**src/rtl/nn_pkg.sv**
```systemverilog
// Shared definitions for the layer sequencer: FSM states, register-file
// select codes, word format constants and an address-width helper.
package nn_pkg;

    localparam int SIGN_BIT   = 7;
    localparam int DW_DEFAULT = SIGN_BIT + 1;

    localparam logic [1:0] SEL_INPUT  = 2'd0;
    localparam logic [1:0] SEL_WEIGHT = 2'd1;
    localparam logic [1:0] SEL_BIAS   = 2'd2;

    typedef enum logic [1:0] {
        S_IDLE,
        S_CLR,
        S_ACC,
        S_CAP
    } state_t;

    // Address width that never collapses to zero bits for single-entry arrays.
    function automatic int addr_w(input int depth);
        return (depth <= 1) ? 1 : $clog2(depth);
    endfunction

endpackage

```
**src/rtl/nn_regfile.sv**
```systemverilog
// DEPTH x DW register array: one synchronous write port, one asynchronous
// read port. Contents are intentionally not reset.
module nn_regfile #(
    parameter int DEPTH = 4,
    parameter int DW    = 8,
    parameter int AW    = 2
) (
    input  logic          clk,
    input  logic          we,
    input  logic [AW-1:0] waddr,
    input  logic [DW-1:0] wdata,
    input  logic [AW-1:0] raddr,
    output logic [DW-1:0] rdata
);

    logic [DW-1:0] mem [DEPTH];

    always_ff @(posedge clk) begin
        if (we && (32'(waddr) < DEPTH)) begin
            mem[waddr] <= wdata;
        end
    end

    assign rdata = (32'(raddr) < DEPTH) ? mem[raddr] : '0;

endmodule

```
**src/rtl/mac_sequencer.sv**
```systemverilog
// Operand feed and control for the MAC unit: walks every neuron of a layer
// (clear, N_INPUTS accumulates, capture) and streams each captured result.
module mac_sequencer
    import nn_pkg::*;
#(
    parameter int N_INPUTS  = 4,
    parameter int N_NEURONS = 3,
    parameter int DW        = DW_DEFAULT,
    localparam int AW       = addr_w(N_INPUTS * N_NEURONS),
    localparam int NW       = addr_w(N_NEURONS)
) (
    input  logic          clk,
    input  logic          rst,
    input  logic          wr_en,
    input  logic [1:0]    wr_sel,
    input  logic [AW-1:0] wr_addr,
    input  logic [DW-1:0] wr_data,
    input  logic          start,
    output logic          busy,
    output logic          done,
    output logic          rst_Acc,
    output logic          ld_Acc,
    output logic [DW-1:0] cur_input,
    output logic [DW-1:0] cur_weight,
    output logic [DW-1:0] cur_bios,
    input  logic [DW-1:0] mac_result,
    output logic          out_valid,
    output logic [NW-1:0] out_idx,
    output logic [DW-1:0] out_data
);

    localparam int KW = addr_w(N_INPUTS);

    state_t        state;
    state_t        state_next;
    logic [NW-1:0] n;
    logic [KW-1:0] k;

    logic          in_we;
    logic          w_we;
    logic          b_we;
    logic [AW-1:0] w_raddr;
    logic [DW-1:0] in_rd;
    logic [DW-1:0] w_rd;
    logic [DW-1:0] b_rd;
    logic          k_last;
    logic          n_last;

    assign busy   = (state != S_IDLE);
    assign k_last = (k == KW'(N_INPUTS - 1));
    assign n_last = (n == NW'(N_NEURONS - 1));

    // Loads are frozen for the whole run so operands stay coherent.
    assign in_we = wr_en && !busy && (wr_sel == SEL_INPUT)  && (32'(wr_addr) < N_INPUTS);
    assign w_we  = wr_en && !busy && (wr_sel == SEL_WEIGHT) && (32'(wr_addr) < N_INPUTS * N_NEURONS);
    assign b_we  = wr_en && !busy && (wr_sel == SEL_BIAS)   && (32'(wr_addr) < N_NEURONS);

    assign w_raddr = AW'(32'(n) * 32'(N_INPUTS) + 32'(k));

    nn_regfile #(.DEPTH(N_INPUTS), .DW(DW), .AW(KW)) u_inputs (
        .clk   (clk),
        .we    (in_we),
        .waddr (wr_addr[KW-1:0]),
        .wdata (wr_data),
        .raddr (k),
        .rdata (in_rd)
    );

    nn_regfile #(.DEPTH(N_INPUTS * N_NEURONS), .DW(DW), .AW(AW)) u_weights (
        .clk   (clk),
        .we    (w_we),
        .waddr (wr_addr),
        .wdata (wr_data),
        .raddr (w_raddr),
        .rdata (w_rd)
    );

    nn_regfile #(.DEPTH(N_NEURONS), .DW(DW), .AW(NW)) u_biases (
        .clk   (clk),
        .we    (b_we),
        .waddr (wr_addr[NW-1:0]),
        .wdata (wr_data),
        .raddr (n),
        .rdata (b_rd)
    );

    always_comb begin
        state_next = state;
        rst_Acc    = 1'b0;
        ld_Acc     = 1'b0;
        cur_input  = '0;
        cur_weight = '0;
        cur_bios   = '0;
        case (state)
            S_IDLE: begin
                if (start) state_next = S_CLR;
            end
            S_CLR: begin
                rst_Acc    = 1'b1;
                state_next = S_ACC;
            end
            S_ACC: begin
                ld_Acc     = 1'b1;
                cur_input  = in_rd;
                cur_weight = w_rd;
                cur_bios   = b_rd;
                if (k_last) state_next = S_CAP;
            end
            S_CAP: begin
                cur_bios   = b_rd;
                state_next = n_last ? S_IDLE : S_CLR;
            end
            default: state_next = S_IDLE;
        endcase
    end

    always_ff @(posedge clk) begin
        if (!rst) begin
            state     <= S_IDLE;
            n         <= '0;
            k         <= '0;
            done      <= 1'b0;
            out_valid <= 1'b0;
            out_idx   <= '0;
            out_data  <= '0;
        end else begin
            state     <= state_next;
            done      <= 1'b0;
            out_valid <= 1'b0;
            case (state)
                S_IDLE: if (start) n <= '0;
                S_CLR:  k <= '0;
                S_ACC:  if (!k_last) k <= k + KW'(1);
                S_CAP: begin
                    // The MAC result is only guaranteed stable during CAP.
                    out_valid <= 1'b1;
                    out_idx   <= n;
                    out_data  <= mac_result;
                    if (n_last) done <= 1'b1;
                    else        n    <= n + NW'(1);
                end
                default: ;
            endcase
        end
    end

endmodule

```
**config.mk**
```make
export PLATFORM = sky130hd
export DESIGN_NAME = mac_sequencer
export DESIGN_NICKNAME = d
export VERILOG_FILES = /design/src/rtl/nn_pkg.sv /design/src/rtl/nn_regfile.sv /design/src/rtl/mac_sequencer.sv
export SDC_FILE = /design/constraint.sdc
export NUM_CORES = 1
export LEC_CHECK = 0
export ABC_AREA = 0
export CAP_MARGIN = 5
export CORE_ASPECT_RATIO = 0.6
export CORE_MARGIN = 4
export CORE_UTILIZATION = 45
export CTS_BUF_LIST = sky130_fd_sc_hd__clkbuf_8
export CTS_CLUSTER_DIAMETER = 200
export DETAILED_ROUTE_END_ITERATION = 8
export PLACE_DENSITY = 0.66
export SLEW_MARGIN = 10
export SYNTH_ARGS = -nofsm -noshare
export SYNTH_HDL_FRONTEND = slang
export SYNTH_SLANG_ARGS = --single-unit
```
**constraint.sdc**
```tcl
create_clock -name clk -period 2.8 [get_ports clk]
set_clock_uncertainty 0.05 [all_clocks]
set_input_delay 0.28 -clock clk [delete_from_list [all_inputs] [get_ports clk]]
set_output_delay 0.28 -clock clk [all_outputs]
set_load 0.03 [all_outputs]
```
== Yosys cells after proc, flatten, opt, wreduce, memory -nomap -nowiden ==
Memories as Yosys holds them, arrays and structs flattened. A register that Yosys moved wholly into a read port is not among the register bits.
Cells that the tools add are included.

* Div/mod/pow operators: 0
* Shift-type cells: 0
* Magnitude comparators: 6
* Add/sub/neg operators: 3
* Reduce and logical (&&, ||, !) cells: 20
* Multiplexer cells: 28
* Bitwise gates (word level): 0
* $mul: 0
* Eq/ne operators: 11

{| class="wikitable"
|+ Operator list
! cell !! count
|-
| 8-bit two-way mux || 5
|-
| 2-bit two-way mux || 9
|-
| 1-bit two-way mux || 11
|-
| 2-bit == test (second input constant) || 5
|-
| 1-bit logical AND || 9
|-
| 4-bit < comparator (second input constant) || 2
|-
| 2-bit inequality test (second input constant) || 4
|-
| 2-bit one-hot mux with 2 select lines || 2
|-
| 2-bit one-hot mux with 4 select lines || 1
|-
| 2-bit AND reduction || 3
|-
| 2-bit nonzero test || 3
|-
| 2-bit by 1-bit adder with 2-bit output (second input constant) || 2
|-
| 4-bit by 2-bit adder with 4-bit output || 1
|-
| 2-bit by 1-bit == test with 1-bit output (second input constant) || 2
|-
| 2-bit zero test || 2
|-
| 2-bit < comparator (second input constant) || 2
|-
| 4-bit by 2-bit < comparator with 1-bit output (second input constant) || 1
|-
| 4-bit by 3-bit < comparator with 1-bit output (second input constant) || 1
|-
| 3-bit AND reduction || 1
|-
| 2-bit OR reduction || 1
|-
| 1-bit zero test || 1
|}

* Memories: 3
* Bits in latches: 0
* Word-level logic and storage cells: 78
* Memory bits (read-only): 0
* Bits in writable memories: 152
* Input port bits: 26
* Output and inout port bits: 39
* Bits in registers: 18

{| class="wikitable"
|+ Memory list
! name !! words !! width !! read ports !! clocked after memory_dff !! write ports !! RTL line !! text
|-
| u_weights.mem || 12 || 8 || 1 || 0 || 1 || nn_regfile.sv:16 || <nowiki>logic [DW-1:0] mem [DEPTH];</nowiki>
|-
| u_inputs.mem || 4 || 8 || 1 || 1 || 1 || nn_regfile.sv:16 ||
|-
| u_biases.mem || 3 || 8 || 1 || 1 || 1 || nn_regfile.sv:16 ||
|}

== Logic depth before layout (Yosys ltp) ==
Gate-level depths: netlist (run 1).

* Depth in word-level cells: 8
* Mapped depth: 7
* Mapped depth without buffers: 6

== By module ==
Synthesis (run 1) repeated with hierarchy kept, for this count alone.

* Cells, all modules: 383
* Area total of the unflattened synthesis: 6,914.1 um^2

{| class="wikitable"
|+ By module, submodules not included
! module !! area an instance (um^2) !! cells an instance !! times used !! sequential area each (um^2)
|-
| nn_regfile (u_weights) || 3,782.4 || 174 || 1 || 2,882.8
|-
| nn_regfile (u_inputs) || 1,188.6 || 46 || 1 || 960.9
|-
| mac_sequencer || 1,001.0 || 115 || 1 || 360.3
|-
| nn_regfile (u_biases) || 942.2 || 48 || 1 || 720.7
|}

== Worst setup path after synthesis (run 1) ==
OpenSTA, ideal clock, no wires.

* Kind: flip-flop to flip-flop
* From: register state[0]
* To: memory u_weights.mem[8][0], enable pin
* Buffers on the path: 0
* Setup slack: 546 ps
* Data required time: 2,367 ps
* Arrival: 1,821 ps
* Library setup time: 383 ps
* Period minus slack after synthesis: 2,254 ps
* Cell stages (with the launch flop): 7
* Cell sequence: dfxtp_1 inv_1 ha_1 nand2_1 nor3b_1 nand3b_1 nor3_1

* Longest elaborated chain between the ends: 8

{| class="wikitable"
|+ RTL lines
! element !! RTL line !! text
|-
| start: declaration || mac_sequencer.sv:34 || <nowiki>state_t state;</nowiki>
|-
| start signal: assignment || mac_sequencer.sv:127 || <nowiki>state <= state_next;</nowiki>
|-
| 2-bit nonzero test || mac_sequencer.sv:49 || <nowiki>assign busy = (state != S_IDLE);</nowiki>
|-
| 1-bit zero test || mac_sequencer.sv:55 || <nowiki>assign w_we = wr_en && !busy && (wr_sel == SEL_WEIGHT) && (32'(wr_addr) < N_INPUTS * N_NEURONS);</nowiki>
|-
| 1-bit logical AND (3 in series) || mac_sequencer.sv:55 ||
|-
| 1-bit logical AND || nn_regfile.sv:19 || <nowiki>if (we && (32'(waddr) < DEPTH)) begin</nowiki>
|-
| 1-bit two-way mux || nn_regfile.sv:19 ||
|-
| 1-bit two-way mux (implied by the code) || nn_regfile.sv:20 || <nowiki>mem[waddr] <= wdata;</nowiki>
|-
| end: declaration || nn_regfile.sv:16 ||
|}

No other way between the ends.

== Worst setup path after layout (run 1) ==
* From: register k[1]
* To: output port cur_weight[6]

* Longest elaborated chain between the ends: 4
* Elaborated cells between the ends (all ways): 5
* Classes of those cells: add/sub (1); order compare (1); mux (2); memory (1)

{| class="wikitable"
|+ RTL lines
! element !! RTL line !! text
|-
| start: declaration || mac_sequencer.sv:37 || <nowiki>logic [KW-1:0] k;</nowiki>
|-
| start signal: assignment || mac_sequencer.sv:133 || <nowiki>S_ACC: if (!k_last) k <= k + KW'(1);</nowiki>
|-
| 4-bit by 2-bit adder with 4-bit output * || mac_sequencer.sv:58 || <nowiki>assign w_raddr = AW'(32'(n) * 32'(N_INPUTS) + 32'(k));</nowiki>
|-
| memory read 12 x 8 bit / 4-bit < comparator (equally long branches) || n/a ||
|-
| 8-bit two-way mux * || nn_regfile.sv:24 || <nowiki>assign rdata = (32'(raddr) < DEPTH) ? mem[raddr] : '0;</nowiki>
|-
| 8-bit two-way mux * || mac_sequencer.sv:94 || <nowiki>case (state)</nowiki>
|-
| end: declaration || mac_sequencer.sv:24 || <nowiki>output logic [DW-1:0] cur_weight,</nowiki>
|}

Every way passes the cells marked *; elsewhere a longest branch is shown, timed or not.

==> flow_summary.ini, run 1 <==
[run_status]
status = complete, no violations

[sta]
finalCriticalPeriod_ps = 2660
max_freq_mhz = 376
period_share_pct = 95.1
setup_total_negative_slack_ps = 0
rsz0062_at_grt = no
timing.final.setup_violations = 0
slew_viol_final = 0
finalWorstSetupSlack_ps = 138
finalHoldViolations = 0
worstMarginPinSlew_ps = 830
worst_slew_margin_rel_pct = 44.5

[setup_path]
critPathTopFamily = multiplexers
maximum_fanout_count_along_the_critical_path = 15
critPathLaunchType = flip-flop
timing.critical_path.mode_cell = buf_4
worst-endpoint-required_ps = 2470
critPathKind = flip-flop to output pin
critPathArrivalTime_ps = 2330
crit_slowest_cell = mux4_2
timing.critical_path.buf_inv = 3
timing.critical_path.to_type = output pin
timing.critical_path.cells = buf_4 -> buf_4 -> mux4_2 -> mux2i_1 -> a21oi_1 -> buf_4
crit_path_max_incr_delay_ps = 540

[die]
floorplan.initialDensity_pct = 46.6
floorplan.die_area_um2 = 17400
core_um2 = 14700
pin_count = 65
rows = 34
die_y_um = 104
dieWidth_um = 167

[place]
place_worst_setup_slack_ps = 422
number_of_buffer_cells_added_on_primary_ports = 64
cells_after_dpl = 665
dp.final_hpwl_mm = 10.0
gp_routability_congestion = 0.787

[routing]
top_layer_used = met4
detail_route.wl_per_cell_um = 21.1
wirelength_mm = 14.7
final_antenna_violating_net_count = 0
initialDrtViolationCount = 354
first_pass_iters = 5
wirelength_met1_mm = 6.94
route.detailed.vias_per_inst = 5.35
routed-wl-met3_mm = 1.12
detailroute.wirelength.met2_mm = 6.56
drt_drc_violations_left = 0
dr_total_vias = 3731

[synth]
netlist.area_leader.share_pct = 66.5
postSynthNetCount = 421
async_reset_ff_share_pct = 0
synth_most_common_cell = edfxtp_1
postSynth.topFlopCell = edfxtp_1
post-synth-top-area-cell = edfxtp_1
synth.area.top_cells = edfxtp_1 66%, mux4_2 8.9%, dfxtp_1 6.4%
netlist_area_um2 = 6870
ys_warn_count = 0
synth.cells.most_frequent = 152 x edfxtp_1, 33 x nor2_1, 27 x mux4_2, 26 x mux2i_1, 22 x dfxtp_1
post_synth_inst_count = 387
yosys_register_bits = 174
post_synth.cell_area_avg_um2 = 17.7
synthDistinctLibCells = 31
synth.yosys.seq_area_share_pct = 72.9
synth-edff-count = 152

[cts]
clk-insertion-delay-late_ps = 440
cts_max_path_buffers = 2
clkSinkCount = 174
post-cts-setup-buffer-count = 0
cts_buffers = 17
root_buffer = clkbuf_8
cts_tree = built
ctsHoldBuffers = 0
cts_htree_levels = 4
clkTransAtPathRegs_ps = 90

[global_routing]
antenna_found_initial = 1
grt_pass1_wl_mm = 22.4
grtUsageTotal_pct = 17.2
grt_max_degree = 20
first_global_vias = 3749
overflow = 0

[power]
maximum_vdd_drop_uv = 411
pwr-share-comb_pct = 21.3
total_switching_power_mw = 1.77
power_per_cell_area_nw_per_um2 = 714
power.leakage_nw = 2.72
share_clk_of_total_power_pct = 29.4
internal_power_mw = 4.15
seqPwrFrac_pct = 49.3
sw_ratio_pct = 29.9

[final_layout]
area_growth_syn_to_layout_pct = 20.8
final_net_count = 520
filler_cell_count = 1144
n_antenna_cell = 0
instances_no_fill = 697
finish.utilization_pct = 56.4
post_route_cells_drive_above_1_share_pct = 21.0

[job]
maxCapViolCount = 0

[hold_path]
timing.hold.worst.class = input port to flip-flop
==> per-stage QoR <==
step / power [mW] / cell area (µm²) / hold slack, ps
after global routing: 6.18 / 8300 / 409
final: 5.92 / 8300 / 417
after CTS: 5.98 / 8290 / 385
after detailed placement: 4.26 / 7890 / 463
after global placement: 4.24 / 7890 / 448
after floorplan: 3.73 / 6870 / 329
==> layer usage <==
metal	up-vias	GRT usage, %
met1	1894	26.0
met2	128	25.2
met4	0	4.52
li1	1702	-
met5	-	0
met3	7	4.15
==> cell families (layout without fill, tap and decap cells) <==
family,count (synthesis),count (layout),share of synthesized area (%)
AO/OA/AOI/OAI,37,37,2.97
multiplexers,59,59,14.7
flip-flops,174,174,72.9
buffers and inverters,24,136,1.79
AND/OR/NAND/NOR,85,85,6.16
adder cells (fa/ha/maj),8,8,1.46
==> cell type report <==
| type | instances | area, µm² | share of cell area [%] |
|---|---|---|---|
| Clock buffer | 17 | 234 | 2.82 |
| Clock inverter | 15 | 169 | 2.04 |
| Inverter | 6 | 22.5 | 0.271 |
| Multi-Input combinational cell | 189 | 1740 | 21.0 |
| Sequential cell | 174 | 5010 | 60.4 |
| Tap cell | 198 | 248 | 2.99 |
| Timing Repair Buffer | 98 | 873 | 10.5 |
==> repair_timing <==
action | in CTS | in global routing
resized for setup | 5 | 3
hold endpoints to repair | 0 | 0
endpoints found under the setup margin | 8 | 4
==> worst min-delay path, cell delays in order <==
cell	delay, ps
clkdlybuf4s50_1	390
mux2i_1	130
nor2b_1	60
==> cells in the final DEF, fill, tap and decap left out, types with 2 or more instances in the layout <==
master / count
nor3b_1: 2
a21oi_1: 18
a21boi_0: 2
buf_4: 42
clkinv_4: 4
mux2i_1: 26
dfxtp_2: 2
inv_1: 6
o21ai_0: 12
mux4_2: 27
mux4_1: 5
nand3_1: 2
edfxtp_1: 152
nand3b_1: 2
dfxtp_1: 20
ha_1: 8
nor2_1: 33
clkdlybuf4s50_1: 51
inv_6: 4
dlygate4sd2_1: 4
nand2b_1: 5
clkbuf_8: 17
nand2_1: 8
nor2b_1: 14
nor3_1: 7
inv_8: 4
and2_1: 10
==> registers in the layout, indices dropped and copies added, names as in the netlist, named ones only <==
name / count
u_biases.mem: 24
u_inputs.mem: 32
done: 1
out_idx: 2
n: 2
u_weights.mem: 96
out_valid: 1
k: 2
out_data: 8
state: 2
==> worst paths after layout <==
check	to	from	cells after the start	slack, ps
hold reg to reg	out_data[0]	out_data[0]	2	480
setup reg to reg	u_weights.mem[3][6]	state[0]	7	570
hold / removal	out_data[5]	mac_result[5]	3	420
setup / recovery	cur_weight[6]	k[1]	6	140
==> power by group through the flow <==
stage               Sequential [mW]  Clock (mW)  Combinational [mW]
floorplan                      2.97           0               0.754
global placement               2.97           0                1.27
detailed placement             2.98           0                1.28
CTS                            2.92        1.78                1.28
global route                   2.93        1.90                1.35
finish                         2.92        1.74                1.26
Note: power is estimated with default switching activity, not from simulation.
==> run 2: changes to the inputs <==
- CORE_ASPECT_RATIO: 0.6 -> default
- CORE_MARGIN: 4 -> default
==> flow_summary.ini, run 2 (synthesis results as in run 1) <==
[cts]
clkTransAtPathRegs_ps = 90
cts_max_path_buffers = 2
post-cts-setup-buffer-count = 0
clkSinkCount = 174
clk-insertion-delay-late_ps = 440
root_buffer = clkbuf_8
ctsHoldBuffers = 0
cts_buffers = 17
cts_tree = built
cts_htree_levels = 4

[global_routing]
grtUsageTotal_pct = 18.7
grt_pass1_wl_mm = 21.3
grt.met3_usage_pct = 4.58
met2_usage_pct = 30.6
first_global_vias = 3756
overflow = 0
grt_max_degree = 28
antenna_found_initial = 0
top_usage_layer = met2
grt_use_met1_pct = 24.2

[place]
placed_area_um2 = 7870
gp_routability_congestion = 0.725
dp.final_hpwl_mm = 8.72
number_of_buffer_cells_added_on_primary_ports = 64

[sta]
max_freq_mhz = 376
setup_total_negative_slack_ps = 0
worst_slew_margin_rel_pct = 46.1
slew_viol_final = 0
finalCriticalPeriod_ps = 2660
worstMarginPinSlew_ps = 806
timing.final.setup_violations = 0
finalHoldViolations = 0
rsz0062_at_grt = no
period_share_pct = 95.1

[routing]
first_pass_iters = 7
final_antenna_violating_net_count = 0
detail_route.wl_per_cell_um = 20.1
wirelength_mm = 13.6
drt_drc_violations_left = 7
initialDrtViolationCount = 294
route.detailed.vias_per_inst = 5.29
dr_total_vias = 3583

[final_layout]
largest_register_ffs = 96
n_antenna_cell = 0
final_net_count = 514
multi_input_gate_area_um2 = 1750
top_regs = u_weights.mem x96, u_inputs.mem x32, u_biases.mem x24
mostFrequentLayoutCells = 152 x edfxtp_1, 54 x clkdlybuf4s50_1, 33 x nor2_1, 27 x mux4_2, 27 x buf_4
register_area_um2 = 5000
post_route_cells_drive_above_1_share_pct = 18.1
filler_cell_count = 1121
layout.cells.most_common = edfxtp_1
largest-register = u_weights.mem
layout.cell_area.non_filler_um2 = 8250
area_growth_syn_to_layout_pct = 20.2

[power]
pwr-share-comb_pct = 21.3
internal_power_mw = 4.19
maximum_vdd_drop_uv = 344
report.power.total_mw = 5.82
power.leakage_nw = 2.69
sw_ratio_pct = 28.0
total_switching_power_mw = 1.63
power_per_cell_area_nw_per_um2 = 705
seqPwrFrac_pct = 49.9
share_clk_of_total_power_pct = 28.8

[die]
pin_count = 65
dieWidth_um = 126
die_y_um = 126
core_um2 = 14700
floorplan.die_area_um2 = 15800
floorplan.initialDensity_pct = 46.7
rows = 44

[hold_path]
timing.hold.worst.class = input port to flip-flop

[setup_path]
worst-endpoint-required_ps = 2470
crit_end = cur_bios[2]
crit_path_max_incr_delay_ps = 690
critPathLaunch = n[0]
crit_slowest_cell = clkdlybuf4s50_1
maximum_fanout_count_along_the_critical_path = 17
timing.critical_path.depth = 5
critPathKind = flip-flop to output pin
timing.rr.start = state[0]
register_to_register_path_setup_slack_ps = 670
worst_r2r_endpoint = u_weights.mem[8][6]
critPathLaunchType = flip-flop
timing.critical_path.cells = buf_12 -> ha_1 -> o21bai_2 -> nor2_1 -> clkdlybuf4s50_1
timing.critical_path.buf_inv = 2
critPathTopFamily = buffers and inverters
worst-r2r-cell-count = 7
critPathArrivalTime_ps = 2330
timing.critical_path.to_type = output pin

[run_status]
failed_checks = DRC
status = finished with violations

[job]
maxCapViolCount = 0
## run 2: cell count changes in the layout (fill, tap and decap cells not counted), moves of 3 or more
cell and change:
buf_4 -15, clkdlybuf4s50_1 +3, inv_8 -4, clkinv_1 +3
## run 2: routing by layer
layer | part of all wire [%] | up-vias | wire, µm
met5 | 0 | - | 0
met4 | 0.79 | 0 | 108
li1 | - | 1681 | -
met3 | 5.7 | 6 | 772
met2 | 49 | 84 | 6640
met1 | 45 | 1812 | 6080
## run 2: how the worst min path moves through the flow
stage / slack, ps / from / cells past startpoint / endpoint
final: 400 / mac_result[3] / 3 / out_data[3]
after global routing: 400 / mac_result[0] / 3 / out_data[0]
after CTS: 380 / mac_result[3] / 3 / out_data[3]
after detailed placement: 460 / out_data[7] / 2 / out_data[7]
after global placement: 450 / out_data[7] / 2 / out_data[7]
after floorplan: 330 / wr_data[0] / 0 / u_biases.mem[0][0]
## run 2: layout make-up
cell class                      instances  area share (%)
Tap cell                              184            2.79
Inverter                                6           0.273
Clock buffer                           17            2.84
Sequential cell                       174            60.7
Timing Repair Buffer                   92            10.5
Clock inverter                         15            1.76
Multi-Input combinational cell        189            21.2
## run 2: per-stage QoR
step / util, % / instances / hold slack (ps) / setup WS [ps]
3_3_place_gp: 53.5 / 645 / 446 / 365
4_1_cts: 56.1 / 677 / 375 / 71.3
3_5_place_dp: 53.5 / 645 / 458 / 383
6_report: 56.1 / 677 / 404 / 137
2_1_floorplan: - / 387 / 329 / 546
5_1_grt: 56.1 / 677 / 397 / 4.44
## run 2: power by group through the flow
| stage | clock, mW | sequential, mW | combinational (mW) |
|---|---|---|---|
| after global placement | 0 | 2.96 | 1.24 |
| after detailed placement | 0 | 2.97 | 1.26 |
| final | 1.67 | 2.91 | 1.24 |
| after floorplan | 0 | 2.97 | 0.754 |
| after CTS | 1.71 | 2.91 | 1.25 |
| after global routing | 1.81 | 2.91 | 1.33 |
## run 2: worst reg2reg max path, cell delays in order, from the launching register on
cell,delay (ps)
dfxtp_1,340
inv_1,150
ha_1,230
nand2_1,90
nor3b_1,340
nand3b_1,200
nor3_1,210
buf_4,230
## run 2: what timing repair did
action	CTS	global route
pin swaps	0	0
setup endpoints to repair	15	22
gates resized for setup	8	6
